==> config.mk <==
export PLATFORM = sky130hd
export DESIGN_NAME = fpga_rst_seq
export DESIGN_NICKNAME = d
export VERILOG_FILES = /design/src/rtl/fpga_rst_seq.sv
export SDC_FILE = /design/constraint.sdc
export NUM_CORES = 1
export LEC_CHECK = 0
export ABC_AREA = 1
export BUFFER_PORTS_ARGS = -buffer_cell sky130_fd_sc_hd__buf_2
export CAP_MARGIN = 20
export CORE_ASPECT_RATIO = 1.1
export CORE_MARGIN = 2
export CORE_UTILIZATION = 53
export DETAILED_ROUTE_END_ITERATION = 16
export PLACE_DENSITY = 0.77
export SLEW_MARGIN = 25
export SYNTH_ARGS = -nofsm -noshare
export SYNTH_HDL_FRONTEND = slang
export SYNTH_SLANG_ARGS = --single-unit
export TNS_END_PERCENT = 20
==> constraint.sdc <==
create_clock -name clk_i -period 3.7 [get_ports clk_i]
set_input_delay 0.185 -clock clk_i [delete_from_list [all_inputs] [get_ports clk_i]]
set_output_delay 0.185 -clock clk_i [all_outputs]
set_load 0.005 [all_outputs]
==> src/rtl/fpga_rst_seq.sv <==
// Reset sequencer for the FPGA emulation top: synchronizes and debounces the board reset
// pin, waits for clock lock, then releases the slow-clock-generator reset before the MCU reset.
module fpga_rst_seq #(
    parameter int DEBOUNCE_CYCLES = 1000,
    parameter int HOLD_CYCLES     = 64,
    parameter int SYNC_STAGES     = 2,
    parameter int STRAP_W         = 2
) (
    input  logic               clk_i,
    input  logic               rst_i,
    input  logic               rstn_pad_i,
    input  logic               locked_i,
    input  logic [STRAP_W-1:0] strap_i,
    output logic               slow_rstn_o,
    output logic               rstn_o,
    output logic [STRAP_W-1:0] strap_o,
    output logic [1:0]         cause_o
);

    localparam int MAX_CYC = (DEBOUNCE_CYCLES > HOLD_CYCLES) ? DEBOUNCE_CYCLES : HOLD_CYCLES;
    localparam int CNT_W   = $clog2(MAX_CYC + 1);
    localparam logic [CNT_W-1:0] DEB_LAST  = CNT_W'(DEBOUNCE_CYCLES - 1);
    localparam logic [CNT_W-1:0] HOLD_LAST = CNT_W'(HOLD_CYCLES - 1);
    localparam logic [1:0] CAUSE_LOCK = 2'd1;
    localparam logic [1:0] CAUSE_PAD  = 2'd2;

    typedef enum logic [1:0] {IDLE, DEBOUNCE, HOLD, RUN} state_e;

    logic [SYNC_STAGES-1:0] pad_sync_q, pad_sync_d;
    logic [SYNC_STAGES-1:0] lock_sync_q, lock_sync_d;
    logic [STRAP_W-1:0]     strap_sync_q [SYNC_STAGES];
    logic [STRAP_W-1:0]     strap_sync_d [SYNC_STAGES];

    logic               pad_s, lock_s;
    logic [STRAP_W-1:0] strap_s;

    state_e             state_q, state_d;
    logic [CNT_W-1:0]   cnt_q, cnt_d;
    logic               slow_rstn_q, slow_rstn_d;
    logic               rstn_q, rstn_d;
    logic [STRAP_W-1:0] strap_q, strap_d;
    logic [1:0]         cause_q, cause_d;

    always_comb begin
        pad_sync_d      = {pad_sync_q[SYNC_STAGES-2:0], rstn_pad_i};
        lock_sync_d     = {lock_sync_q[SYNC_STAGES-2:0], locked_i};
        strap_sync_d[0] = strap_i;
        for (int i = 1; i < SYNC_STAGES; i++) begin
            strap_sync_d[i] = strap_sync_q[i-1];
        end
    end

    always_ff @(posedge clk_i or posedge rst_i) begin
        if (rst_i) begin
            pad_sync_q  <= '0;
            lock_sync_q <= '0;
            for (int i = 0; i < SYNC_STAGES; i++) begin
                strap_sync_q[i] <= '0;
            end
        end else begin
            pad_sync_q  <= pad_sync_d;
            lock_sync_q <= lock_sync_d;
            for (int i = 0; i < SYNC_STAGES; i++) begin
                strap_sync_q[i] <= strap_sync_d[i];
            end
        end
    end

    assign pad_s   = pad_sync_q[SYNC_STAGES-1];
    assign lock_s  = lock_sync_q[SYNC_STAGES-1];
    assign strap_s = strap_sync_q[SYNC_STAGES-1];

    // The counter debounces the pad in DEBOUNCE and RUN and times the release gap in HOLD.
    always_comb begin
        state_d     = state_q;
        cnt_d       = cnt_q;
        slow_rstn_d = slow_rstn_q;
        rstn_d      = rstn_q;
        strap_d     = strap_q;
        cause_d     = cause_q;
        case (state_q)
            IDLE: begin
                slow_rstn_d = 1'b0;
                rstn_d      = 1'b0;
                cnt_d       = '0;
                if (lock_s && pad_s) begin
                    state_d = DEBOUNCE;
                end
            end
            DEBOUNCE: begin
                if (!lock_s || !pad_s) begin
                    state_d = IDLE;
                    cnt_d   = '0;
                end else if (cnt_q == DEB_LAST) begin
                    state_d     = HOLD;
                    cnt_d       = '0;
                    slow_rstn_d = 1'b1;
                end else begin
                    cnt_d = cnt_q + CNT_W'(1);
                end
            end
            HOLD: begin
                if (!lock_s || !pad_s) begin
                    state_d     = IDLE;
                    cnt_d       = '0;
                    slow_rstn_d = 1'b0;
                    cause_d     = !lock_s ? CAUSE_LOCK : CAUSE_PAD;
                end else if (cnt_q == HOLD_LAST) begin
                    state_d = RUN;
                    cnt_d   = '0;
                    rstn_d  = 1'b1;
                    strap_d = strap_s;
                end else begin
                    cnt_d = cnt_q + CNT_W'(1);
                end
            end
            RUN: begin
                // Lock loss drops both resets at once; the pad must stay low to count.
                if (!lock_s || (!pad_s && cnt_q == DEB_LAST)) begin
                    state_d     = IDLE;
                    cnt_d       = '0;
                    slow_rstn_d = 1'b0;
                    rstn_d      = 1'b0;
                    cause_d     = !lock_s ? CAUSE_LOCK : CAUSE_PAD;
                end else if (pad_s) begin
                    cnt_d = '0;
                end else begin
                    cnt_d = cnt_q + CNT_W'(1);
                end
            end
            default: begin
                state_d = IDLE;
                cnt_d   = '0;
            end
        endcase
    end

    always_ff @(posedge clk_i or posedge rst_i) begin
        if (rst_i) begin
            state_q     <= IDLE;
            cnt_q       <= '0;
            slow_rstn_q <= 1'b0;
            rstn_q      <= 1'b0;
            strap_q     <= '0;
            cause_q     <= '0;
        end else begin
            state_q     <= state_d;
            cnt_q       <= cnt_d;
            slow_rstn_q <= slow_rstn_d;
            rstn_q      <= rstn_d;
            strap_q     <= strap_d;
            cause_q     <= cause_d;
        end
    end

    assign slow_rstn_o = slow_rstn_q;
    assign rstn_o      = rstn_q;
    assign strap_o     = strap_q;
    assign cause_o     = cause_q;

endmodule

==> impl_table.tex, run 1 <==
\begin{tabular}{lr}
\hline
Metric & Value \\
\hline
\multicolumn{2}{l}{\textbf{Floorplan}} \\
\quad Count of pins on the block boundary & 12 \\
\quad Die boundary height & 55.57 µm \\
\quad FP Rows & 18 \\
\quad Initial Utilization & roughly 56\% \\
\quad Die ar. & 0.002827 mm² \\
\quad Area of the core & 0.002275 mm² \\
\quad Die W & 50.88 µm \\
\multicolumn{2}{l}{\textbf{Cells and area}} \\
\quad Filler instances & 214 \\
\quad Total Nets Final & 185 \\
\quad Share of post-route cells with drive strength above 1 & 14.45\% \\
\quad Antenna Cells & 0 \\
\quad Most frequent standard cell in the layout excluding fill and tap cells & nand2\_1 \\
\quad Highest-count cells in the layout ignoring fill and taps & 40 x nand2\_1, 26 x dfrtp\_1, 24 x inv\_1 \\
\quad Area added between synthesis and finish & 15.23\% \\
\multicolumn{2}{l}{\textbf{Routing}} \\
\quad Post-route DRC violation count & 0 \\
\quad Count of TritonRoute iterations in the first routing pass & 4 \\
\quad Final routed wire length divided by cell count & 10.94 µm \\
\quad Via density per instance & 4.897 \\
\quad Number of nets with antenna violations after routing & 0 \\
\quad Via count & 994 \\
\quad Final WL & approximately 2.2 mm \\
\quad Number of design-rule violations left by the first detailed-router iteration & 17 \\
\multicolumn{2}{l}{\textbf{Logic synthesis}} \\
\quad Avg Cell Area, Syn & roughly 8.4 µm² \\
\quad Warnings, synthesis & 0 \\
\quad Library cell with the largest summed area after synthesis & dfrtp\_1 \\
\quad Cells after synthesis & between 150 and 200 \\
\quad Count of distinct cell types in the synthesized netlist & 21 \\
\quad Cell area after technology mapping & about 0.0013 mm² \\
\quad Sequential fraction of the synthesis area & 50.78\% \\
\quad Share of Yosys cell area claimed by the top area cell type & 50.78\% \\
\quad Syn\_nets & 164 \\
\quad Main area contributors after synthesis & dfrtp\_1 51\%, nand2\_1 12\%, inv\_1 7.3\% \\
\quad Flip-flop and latch count after synthesis & 26 \\
\multicolumn{2}{l}{\textbf{STA}} \\
\quad Transition time at the pin with the least slew margin & $\sim$0.9 ns \\
\quad Unrepaired setup endpoints after global routing & no \\
\quad Max Transition Viols Final & 0 \\
\quad Min Tclk post-route & 1.669 ns \\
\quad Remaining max-slew budget at the tightest pin & approximately 39\% \\
\quad Worst hold slack & 0.3652 ns \\
\quad Final setup fails & 0 \\
\quad Final Hold Viols & 0 \\
\quad Post-route fraction of the period consumed by the critical path & 45.11\% \\
\quad Max Fclk & 0.5992 GHz \\
\quad Setup Skew & 0.004179 ns \\
\quad Setup\_tns & 0 ns \\
\multicolumn{2}{l}{\textbf{Global routing}} \\
\quad Total global-route track usage & 18.99\% \\
\quad Initial antenna violation count & 0 \\
\quad Pin count of the biggest net entering global routing & 27 \\
\quad Number of global-route vias before repair & 997 \\
\quad Grt ovf & 0 \\
\quad Global-route wire length before repair & roughly 4.1 mm \\
\multicolumn{2}{l}{\textbf{Setup path}} \\
\quad Worst path slowest cell & dfrtp\_1 \\
\quad Endpoint of the lowest-slack register-to-register path & cnt\_q[0] \\
\quad Delay of the slowest cell on the worst path & 0.48 ns \\
\quad Worst Reg2Reg Path Length in Cells & 8 \\
\quad WS Path Type & flop to flop \\
\quad Endpoint type of the worst setup path & flop \\
\quad Startpoint type of the worst setup path & flop \\
\quad Worst Path Max Fanout & 7 \\
\quad Data required time at the worst endpoint & between 3 and 4 ns \\
\quad Critical-path cell list & ha\_1 -> nand2\_1 -> nor2\_1 -> nand2\_1 -> nand3\_1 -> nand3\_2 -> nand2\_4 -> nor2\_1 \\
\quad Critical path startpoint & cnt\_q[0] \\
\quad Capture point of the critical path & cnt\_q[0] \\
\quad Register-to-Register Setup Slack & 2.03 ns \\
\quad Worst Path Arrival & 1.89 ns \\
\quad Worst reg2reg startpoint & cnt\_q[0] \\
\multicolumn{2}{l}{\textbf{Placed design}} \\
\quad HPWL after detailed placement & roughly 1.7 mm \\
\quad RePlAce Congestion & 0.9030 \\
\quad Count of input and output buffers & 11 \\
\multicolumn{2}{l}{\textbf{Power and ir drop}} \\
\quad Reported net switching power & 0.1942 mW \\
\quad Cell-internal power & 0.4791 mW \\
\quad Peak supply drop & 0.0002520 V \\
\quad Portion of total power attributed to combinational logic & 22.8\% \\
\quad Power per cell area & roughly 460 mW/mm² \\
\quad Post-route total power & 0.6732 mW \\
\quad Clk pwr share & 28.6\% \\
\quad Sw frac & 28.84\% \\
\quad Static leakage & 0.7743 nW \\
\quad Part of the power in registers & 48.6\% \\
\multicolumn{2}{l}{\textbf{Run status}} \\
\quad Status & completed \\
\multicolumn{2}{l}{\textbf{Clock network}} \\
\quad Latest clock arrival within the worst-skew pair & 0.32 ns \\
\quad Maximum root-to-sink buffer count & 2 \\
\quad CTS tree & yes \\
\quad Root Buffer Master & clkbuf\_4 \\
\quad H-tree depth reported by CTS & 1 \\
\quad CTS Buf Count & 3 \\
\quad Number of clock sinks & 26 \\
\quad CTS clk-pin slew, worst paths & 0.14 ns \\
\multicolumn{2}{l}{\textbf{Flow run}} \\
\quad Maxcap violations & 0 \\
\multicolumn{2}{l}{\textbf{Hold path}} \\
\quad Worst min path class & flop to flop \\
\hline
\end{tabular}
-- critical path: cells and delay by family (launching register included) --
family	cells	cell delay [ns]
and+or+nand+nor	7	0.81
DFF	1	0.48
adders and majority gates	1	0.28
-- metrics by stage --
stage	utilization (%)	cell area [µm²]	setup WS, ns	instances
after CTS	64.47	1466	2.032	202
final	64.91	1476	2.031	203
after global routing	64.91	1476	1.883	203
after detailed placement	60.40	1374	2.054	194
after global placement	60.40	1374	2.140	194
after floorplan	-	1281	2.240	153
-- synth_stat cells --
cell type,instances
nand3b_1,2
nand3_1,11
a21oi_1,3
nor2_2,4
nand2_1,40
a21oi_2,1
nor3_2,1
nand2_2,1
xnor2_1,1
o21bai_1,1
nor2_1,18
nand3_2,2
or2_1,1
inv_1,25
ha_1,5
xor2_1,4
o21ai_1,1
nand4_1,2
o21ai_0,3
nand2_4,1
dfrtp_1,26
-- area by class of cell --
cell class,instances,area (µm²),area share [%]
clock buffers,3,22.52,1.525
well taps,30,37.54,2.542
clock inverters,1,30.03,2.034
repair buffers,16,105.1,7.119
inverters,25,93.84,6.356
flip-flops and latches,26,650.6,44.07
multi-input cells,102,536.8,36.36
-- registers in the layout (all words and copies together), names as in the netlist --
signal	flops
cause_o	2
cnt_q	10
lock_sync_q	2
pad_sync_q	2
rstn_o	1
slow_rstn_o	1
state_q	2
strap_o	2
strap_s	2
strap_sync_d	2
-- layer usage --
layer	wire (µm)	GRT usage [%]	share of wire, %	up-vias
li1	-	-	-	508
met1	951	22.68	43	469
met2	1172	32.71	53	11
met3	43	2.703	1.9	6
met4	53	9.653	2.4	0
met5	0	0	0	-
-- power groups by stage --
stage | Clock, mW | Sequential, mW | Combinational (mW)
floorplan | 0 | 0.331 | 0.113
global placement | 0 | 0.331 | 0.148
detailed placement | 0 | 0.333 | 0.150
CTS | 0.199 | 0.328 | 0.155
global route | 0.213 | 0.331 | 0.182
finish | 0.193 | 0.327 | 0.153
-- how the worst min path moves through the flow --
stage | startpoint | endpoint | slack (ns) | cells past startpoint
after CTS | rst_i | lock_sync_q[0] | 0.08 | 2
final | strap_sync_d[0] | strap_s[0] | 0.37 | 0
after global placement | strap_i[0] | strap_sync_d[0] | 0.29 | 1
after detailed placement | strap_i[0] | strap_sync_d[0] | 0.30 | 1
after global routing | pad_sync_q[0] | pad_sync_q[1] | 0.38 | 0
after floorplan | locked_i | lock_sync_q[0] | 0.22 | 0
-- logic make-up after synthesis --
family | Yosys count | synth area share, %
simple gates | 83 | 29.59
flops | 26 | 50.78
buf+inv | 25 | 7.324
compound gates | 9 | 4.003
xor+xnor | 5 | 3.418
fa+ha+maj | 5 | 4.883
-- timing repair --
item,in CTS,in global routing
buffers inserted,0,0
endpoints found under the setup margin,0,0
resized for setup,0,0
hold buffers,4,1
hold endpoints to repair,4,26
Note: power is estimated with default switching activity, not from simulation.
==> run 2, diff against run 1 <==
- ABC_AREA: 1 -> 0
- CORE_UTILIZATION: 53 -> 51
- PLACE_DENSITY: 0.77 -> 0.78
- clock period: 3.7 -> 1.45 ns (I/O delays scaled with it)
==> run 2 against run 1 <==
Against the previous run: the flow now finishes with violations (negative setup slack); global-route usage rose by 3.3 points; sequential share of layout area fell by 5.3 points; non-clock buffer count rose by 30; clock power rose to 2.6 times the previous value; final area rose by 14%; sequential cell count did not move; routed wire length rose by 24%; register-to-register slack got worse by 2.3 ns; core utilization rose by 8.1 points; total power rose by 140%; area after synthesis fell by 1.9%; count of clock-buffer cells in the layout did not move; critical path type unchanged; largest power group unchanged; highest routed layer unchanged.
==> impl_table.tex, run 2 <==
\begin{tabular}{lr}
\hline
Metric & Value \\
\hline
\multicolumn{2}{l}{\textbf{Placed design}} \\
\quad Setup slack at placement & -0.1929 ns \\
\quad Count of input and output buffers & 11 \\
\quad RePlAce Congestion & 0.8271 \\
\quad HPWL after detailed placement & just over 2 mm \\
\quad Area after DPL & 0.001558 mm² \\
\multicolumn{2}{l}{\textbf{Clock network}} \\
\quad CTS Buf Count & 3 \\
\quad Number of clock sinks & 26 \\
\quad Root Buffer Master & clkbuf\_4 \\
\quad Latest clock arrival within the worst-skew pair & 0.32 ns \\
\quad CTS clk-pin slew, worst paths & 0.14 ns \\
\quad H-tree depth reported by CTS & 1 \\
\quad Maximum root-to-sink buffer count & 2 \\
\quad CTS tree & yes \\
\multicolumn{2}{l}{\textbf{Global routing}} \\
\quad Initial antenna violation count & 0 \\
\quad Number of global-route vias before repair & 1106 \\
\quad Grt ovf & 0 \\
\quad Global-route wire length before repair & roughly 4.8 mm \\
\quad Total global-route track usage & 22.34\% \\
\quad Pin count of the biggest net entering global routing & 19 \\
\multicolumn{2}{l}{\textbf{Logic synthesis}} \\
\quad Count of distinct cell types in the synthesized netlist & 33 \\
\quad Cell area after technology mapping & 0.001257 mm² \\
\quad Avg Cell Area, Syn & 11.33 µm² \\
\quad Cell with the most instances after synthesis & dfrtp\_1 \\
\quad Library cell with the largest summed area after synthesis & dfrtp\_1 \\
\quad Number of enable-type register cells in the synthesized netlist & 0 \\
\quad Flip-flop and latch count after synthesis & 26 \\
\quad Sequential fraction of the synthesis area & 51.74\% \\
\quad Post-synth top flop & dfrtp\_1 \\
\quad Share of Yosys cell area claimed by the top area cell type & 51.74\% \\
\quad Main area contributors after synthesis & dfrtp\_1 52\%, ha\_1 5.0\%, nor3\_1 4.4\% \\
\quad List of most frequent post-synthesis cells & 26 x dfrtp\_1, 11 x nor3\_1, 8 x nor2\_1 \\
\quad Warnings, synthesis & 0 \\
\quad Syn\_nets & 122 \\
\quad Cells after synthesis & 111 \\
\quad Async set-reset flop share out of synthesis & between 90\% and 100\% \\
\multicolumn{2}{l}{\textbf{Power and ir drop}} \\
\quad Static leakage & 0.7531 nW \\
\quad Peak supply drop & approximately 0.00086 V \\
\quad Post-route total power & 1.587 mW \\
\quad Power per cell area & 945.6 mW/mm² \\
\multicolumn{2}{l}{\textbf{Run status}} \\
\quad Failing checks & negative setup slack \\
\quad Status & finished with violations \\
\multicolumn{2}{l}{\textbf{Setup path}} \\
\quad Data required time at the worst endpoint & 1.70 ns \\
\quad Worst Path Arrival & 1.93 ns \\
\quad Startpoint type of the worst setup path & flop \\
\quad Worst Reg2Reg Path Length in Cells & 5 \\
\quad Worst Path Max Fanout & 3 \\
\quad Endpoint type of the worst setup path & flop \\
\quad Register-to-Register Setup Slack & -0.22 ns \\
\quad Endpoint of the lowest-slack register-to-register path & state\_q[0] \\
\quad WS Path Type & flop to flop \\
\quad Worst reg2reg startpoint & cnt\_q[6] \\
\multicolumn{2}{l}{\textbf{Floorplan}} \\
\quad Count of pins on the block boundary & 12 \\
\quad Area of the core & 0.002297 mm² \\
\quad Initial Utilization & 54.74\% \\
\quad FP Rows & 18 \\
\quad Die W & 51.35 µm \\
\quad Die boundary height & approximately 56 µm \\
\quad Die ar. & 0.002879 mm² \\
\multicolumn{2}{l}{\textbf{Cells and area}} \\
\quad Final cell utilization of the core & 73.04\% \\
\quad Multi-input gate area & 571.8 µm² \\
\quad Filler instances & 160 \\
\quad Number of flip-flops in the largest register & 10 \\
\quad Design area & 0.001678 mm² \\
\quad Antenna Cells & 0 \\
\quad Share of post-route cells with drive strength above 1 & 34.81\% \\
\quad Register with the most flip-flops & cnt\_q \\
\quad Area added between synthesis and finish & 33.43\% \\
\quad Most frequent standard cell in the layout excluding fill and tap cells & buf\_4 \\
\quad Area taken by flip-flops and latches & 650.6 µm² \\
\quad Highest-count cells in the layout ignoring fill and taps & 28 x buf\_4, 26 x dfrtp\_1, 11 x nor3\_1, 11 x buf\_2, 8 x nor2\_1 \\
\quad Total Nets Final & 170 \\
\multicolumn{2}{l}{\textbf{Routing}} \\
\quad Post-route DRC violation count & 0 \\
\quad Number of design-rule violations left by the first detailed-router iteration & 20 \\
\quad Count of TritonRoute iterations in the first routing pass & 4 \\
\quad Final WL & between 2 and 3 mm \\
\quad Number of nets with antenna violations after routing & 0 \\
\quad Via density per instance & 5.521 \\
\quad Final routed wire length divided by cell count & 14.63 µm \\
\quad Via count & 1038 \\
\multicolumn{2}{l}{\textbf{STA}} \\
\quad Final Hold Viols & 0 \\
\quad Unrepaired setup endpoints after global routing & yes \\
\quad Transition time at the pin with the least slew margin & between 0.3 and 0.4 ns \\
\quad Worst hold slack & 0.2485 ns \\
\quad Max Fclk & 0.5975 GHz \\
\quad Setup Skew & 0.001390 ns \\
\quad Post-route fraction of the period consumed by the critical path & 115.4\% \\
\quad Min Tclk post-route & 1.674 ns \\
\quad Remaining max-slew budget at the tightest pin & $\sim$77\% \\
\quad Final worst-path setup slack & -0.2236 ns \\
\quad Max Transition Viols Final & 0 \\
\quad Final setup fails & 18 \\
\multicolumn{2}{l}{\textbf{Hold path}} \\
\quad Worst min path class & input port to asynchronous set/reset pin \\
\multicolumn{2}{l}{\textbf{Flow run}} \\
\quad Maxcap violations & 0 \\
\hline
\end{tabular}
==> run 2: changes by cell type after synthesis, sizes merged, moves of 5 or more <==
cell,delta
nand2,-36
inv,-20
nor2,-14
nor3,+12
nand3,-10
xnor2,+5
==> run 2: logic make-up after synthesis <==
logic type,after synthesis,share of synthesized area (%)
buf+inv,8,3.284
fa+ha+maj,5,4.975
compound gates,19,13.23
flops,26,51.74
mux,4,3.383
simple gates,41,17.81
xor+xnor,8,5.572
==> run 2: what timing repair did <==
item | 4_1_cts | 5_1_grt
hold buffers | 5 | 0
buffers inserted | 1 | 0
endpoints found under the hold margin | 12 | 0
pin swaps | 1 | 0
gates resized for setup | 3 | 0
setup endpoints to repair | 18 | 18
==> run 2: critical path, stage by stage (launching register included) <==
cell	delay (ns)
dfrtp_1	0.41
or4_4	0.56
o31ai_4	0.20
buf_4	0.15
a41oi_1	0.11
a31oi_1	0.17
==> run 2: stage by stage <==
| step | cells | TNS, ns |
|---|---|---|
| 3_3_place_gp | 178 | -2.369 |
| 2_1_floorplan | 111 | -2.750 |
| 5_1_grt | 188 | -4.668 |
| 6_report | 188 | -3.267 |
| 4_1_cts | 188 | -3.269 |
| 3_5_place_dp | 178 | -3.026 |
==> run 2: area by class of cell <==
| type | instances | area share, % |
|---|---|---|
| clock buffer | 3 | 1.342 |
| clock inverter | 1 | 1.790 |
| sequential | 26 | 38.78 |
| timing repair buffer | 46 | 20.66 |
| tap | 30 | 2.237 |
| inverter | 5 | 1.119 |
| multi-input combinational | 77 | 34.08 |
==> run 2: worst max path at each step <==
stage,startpoint,endpoint,slack (ns),cells after the start
detailed placement,cnt_q[6],state_q[0],-0.19,5
global route,cnt_q[0],rstn_o,-0.35,7
floorplan,cnt_q[6],cnt_q[2],-0.21,5
CTS,cnt_q[6],state_q[0],-0.23,5
finish,cnt_q[6],state_q[0],-0.22,5
global placement,cnt_q[0],rstn_o,-0.16,7
==> run 2: per-layer routing <==
layer  track usage [%]  share of wire, %  vias up
met4             7.143              0.91        0
met5                 0                 0        -
met1             26.32                41      508
li1                  -                 -      495
met2             40.26                55       31
met3             4.032               3.1        4
==> run 2: power by group <==
group,switching [mW],leakage [nW],internal (mW)
logic,0.179,0.382,0.146
registers,0.0148,0.343,0.751
clock network,0.217,0.0279,0.280
total,0.410,0.753,1.18
==> run 3, diff against run 2 <==
- BUFFER_PORTS_ARGS: -buffer_cell sky130_fd_sc_hd__buf_2 -> -buffer_cell sky130_fd_sc_hd__clkbuf_2
==> run 3 against run 2 <==
Against the previous run: the run still ends with negative setup slack left; cell count increased by 1.6%; sequential cell count did not move; die area stayed put; total power is 1.2% higher; clock power about the same; critical endpoint unchanged; largest power group unchanged.
==> impl_table.tex, run 3 (synthesized netlist as in run 2, its figures left out) <==
\begin{tabular}{lr}
\hline
Metric & Value \\
\hline
\multicolumn{2}{l}{\textbf{Global routing}} \\
\quad Total global-route track usage & 23.51\% \\
\quad Grt ovf & 0 \\
\quad Number of global-route vias before repair & roughly 1100 \\
\quad Pin count of the biggest net entering global routing & 26 \\
\quad Initial antenna violation count & 0 \\
\quad Global-route wire length before repair & 5.030 mm \\
\multicolumn{2}{l}{\textbf{Cells and area}} \\
\quad Most frequent standard cell in the layout excluding fill and tap cells & buf\_4 \\
\quad Antenna Cells & 0 \\
\quad Number of flip-flops in the largest register & 10 \\
\quad Area added between synthesis and finish & 37.71\% \\
\quad Share of post-route cells with drive strength above 1 & 37.89\% \\
\quad Total Nets Final & 173 \\
\quad Design area & 0.001732 mm² \\
\quad Register with the most flip-flops & cnt\_q \\
\quad Highest-count cells in the layout ignoring fill and taps & 30 x buf\_4, 26 x dfrtp\_1, 11 x nor3\_1, 11 x clkbuf\_2, 8 x nor2\_1 \\
\multicolumn{2}{l}{\textbf{Floorplan}} \\
\quad FP Rows & 18 \\
\quad Die ar. & about 0.0029 mm² \\
\quad Die W & 51.35 µm \\
\quad Initial Utilization & 54.74\% \\
\quad Die boundary height & 56.08 µm \\
\quad Area of the core & roughly 0.0023 mm² \\
\quad Count of pins on the block boundary & 12 \\
\multicolumn{2}{l}{\textbf{STA}} \\
\quad Final worst-path setup slack & -0.2882 ns \\
\quad Setup Skew & 0.005518 ns \\
\quad Max Fclk & about 0.58 GHz \\
\quad Final Hold Viols & 0 \\
\quad Max Transition Viols Final & 0 \\
\quad Remaining max-slew budget at the tightest pin & 78.53\% \\
\quad Min Tclk post-route & 1.738 ns \\
\quad Transition time at the pin with the least slew margin & 0.3210 ns \\
\quad Post-route fraction of the period consumed by the critical path & 119.9\% \\
\quad Setup\_tns & -4.007 ns \\
\quad Worst hold slack & 0.09199 ns \\
\quad Final setup fails & 18 \\
\quad Unrepaired setup endpoints after global routing & yes \\
\multicolumn{2}{l}{\textbf{Setup path}} \\
\quad Worst path slowest cell & dfrtp\_1 \\
\quad Data required time at the worst endpoint & 1.71 ns \\
\quad Worst Reg2Reg Path Length in Cells & 7 \\
\quad Endpoint type of the worst setup path & flop \\
\quad Register-to-Register Setup Slack & -0.29 ns \\
\quad Worst Path Arrival & 1.99 ns \\
\quad WS Path Type & flop to flop \\
\quad Endpoint of the lowest-slack register-to-register path & state\_q[0] \\
\quad Worst Path Max Fanout & 3 \\
\quad Startpoint type of the worst setup path & flop \\
\quad Delay of the slowest cell on the worst path & 0.38 ns \\
\quad Critical-path cell list & ha\_2 -> nand4b\_1 -> buf\_4 -> o41ai\_4 -> buf\_4 -> a41oi\_2 -> a31oi\_1 \\
\quad Critical Path Most Common Cell & buf\_4 \\
\quad Worst reg2reg startpoint & cnt\_q[0] \\
\multicolumn{2}{l}{\textbf{Routing}} \\
\quad Final WL & 2.885 mm \\
\quad Via count & roughly 1100 \\
\quad Via density per instance & 5.534 \\
\quad Number of nets with antenna violations after routing & 0 \\
\quad Post-route DRC violation count & 0 \\
\quad Count of TritonRoute iterations in the first routing pass & 4 \\
\quad Final routed wire length divided by cell count & $\sim$15 µm \\
\quad Number of design-rule violations left by the first detailed-router iteration & 30 \\
\multicolumn{2}{l}{\textbf{Clock network}} \\
\quad CTS clk-pin slew, worst paths & approximately 0.14 ns \\
\quad Latest clock arrival within the worst-skew pair & between 0.3 and 0.4 ns \\
\quad Maximum root-to-sink buffer count & 2 \\
\quad H-tree depth reported by CTS & 1 \\
\quad CTS tree & yes \\
\quad Number of clock sinks & 26 \\
\quad CTS Buf Count & 3 \\
\quad Root Buffer Master & clkbuf\_4 \\
\multicolumn{2}{l}{\textbf{Power and ir drop}} \\
\quad Static leakage & 0.7705 nW \\
\quad Post-route total power & 1.606 mW \\
\quad Power per cell area & just over 900 mW/mm² \\
\quad Peak supply drop & between 0.0007 and 0.0008 V \\
\multicolumn{2}{l}{\textbf{Placed design}} \\
\quad HPWL after detailed placement & 1.953 mm \\
\quad Area after DPL & approximately 0.0016 mm² \\
\quad Count of input and output buffers & 11 \\
\quad RePlAce Congestion & 0.8435 \\
\multicolumn{2}{l}{\textbf{Flow run}} \\
\quad Maxcap violations & 0 \\
\multicolumn{2}{l}{\textbf{Hold path}} \\
\quad Worst min path class & input port to asynchronous set/reset pin \\
\multicolumn{2}{l}{\textbf{Run status}} \\
\quad Status & finished with violations \\
\quad Failing checks & negative setup slack \\
\hline
\end{tabular}
run 3: how the worst max path moves through the flow:
stage / from / to / cells after the start
2_1_floorplan: cnt_q[6] / cnt_q[2] / 5
3_3_place_gp: cnt_q[0] / rstn_o / 7
3_5_place_dp: cnt_q[6] / cnt_q[9] / 5
4_1_cts: cnt_q[0] / cause_o[0] / 6
5_1_grt: cnt_q[1] / rstn_o / 7
6_report: cnt_q[0] / state_q[0] / 7
run 3: worst max-delay path: cells and delay by family, from the launching register on:
kind	cells	cell delay (ns)
AOI/OAI and AO/OA	3	0.60
DFF	1	0.38
buffers and inverters	2	0.35
adders and majority gates	1	0.19
and+or+nand+nor	1	0.15
run 3: layout make-up:
cell class | instances | area (µm²)
Inverter | 5 | 18.77
Multi-Input combinational cell | 77 | 590.6
Clock buffer | 3 | 22.52
Sequential cell | 26 | 650.6
Timing Repair Buffer | 49 | 381.6
Fill cell | 149 | 565.5
Tap cell | 30 | 37.54
Clock inverter | 1 | 30.03
run 3: stage by stage:
stage	utilization [%]	setup slack, ns	instances
CTS	74.02	-0.2279	188
detailed placement	68.36	-0.1969	178
finish	75.38	-0.2882	191
floorplan	-	-0.2070	111
global route	75.38	-0.3752	191
global placement	68.36	-0.1657	178
run 3: timing repair:
| action | CTS | global route |
|---|---|---|
| endpoints found under the hold margin | 30 | 0 |
| pin swaps | 3 | 4 |
| endpoints found under the setup margin | 18 | 18 |
| hold buffers | 5 | 0 |
| setup buffers | 1 | 3 |
| resized for setup | 5 | 2 |
run 3: per-layer routing:
layer  vias up  share of wire, %  GRT usage, %
met5         -                 0             0
met3         9               2.6         3.763
li1        501                 -             -
met2        23                54         40.63
met4         0               1.9         10.90
met1       524                41         28.09
run 3: power by group:
part	internal, mW	switching, mW
combinational	0.161	0.186
sequential	0.751	0.0147
clock	0.280	0.214
total	1.19	0.415
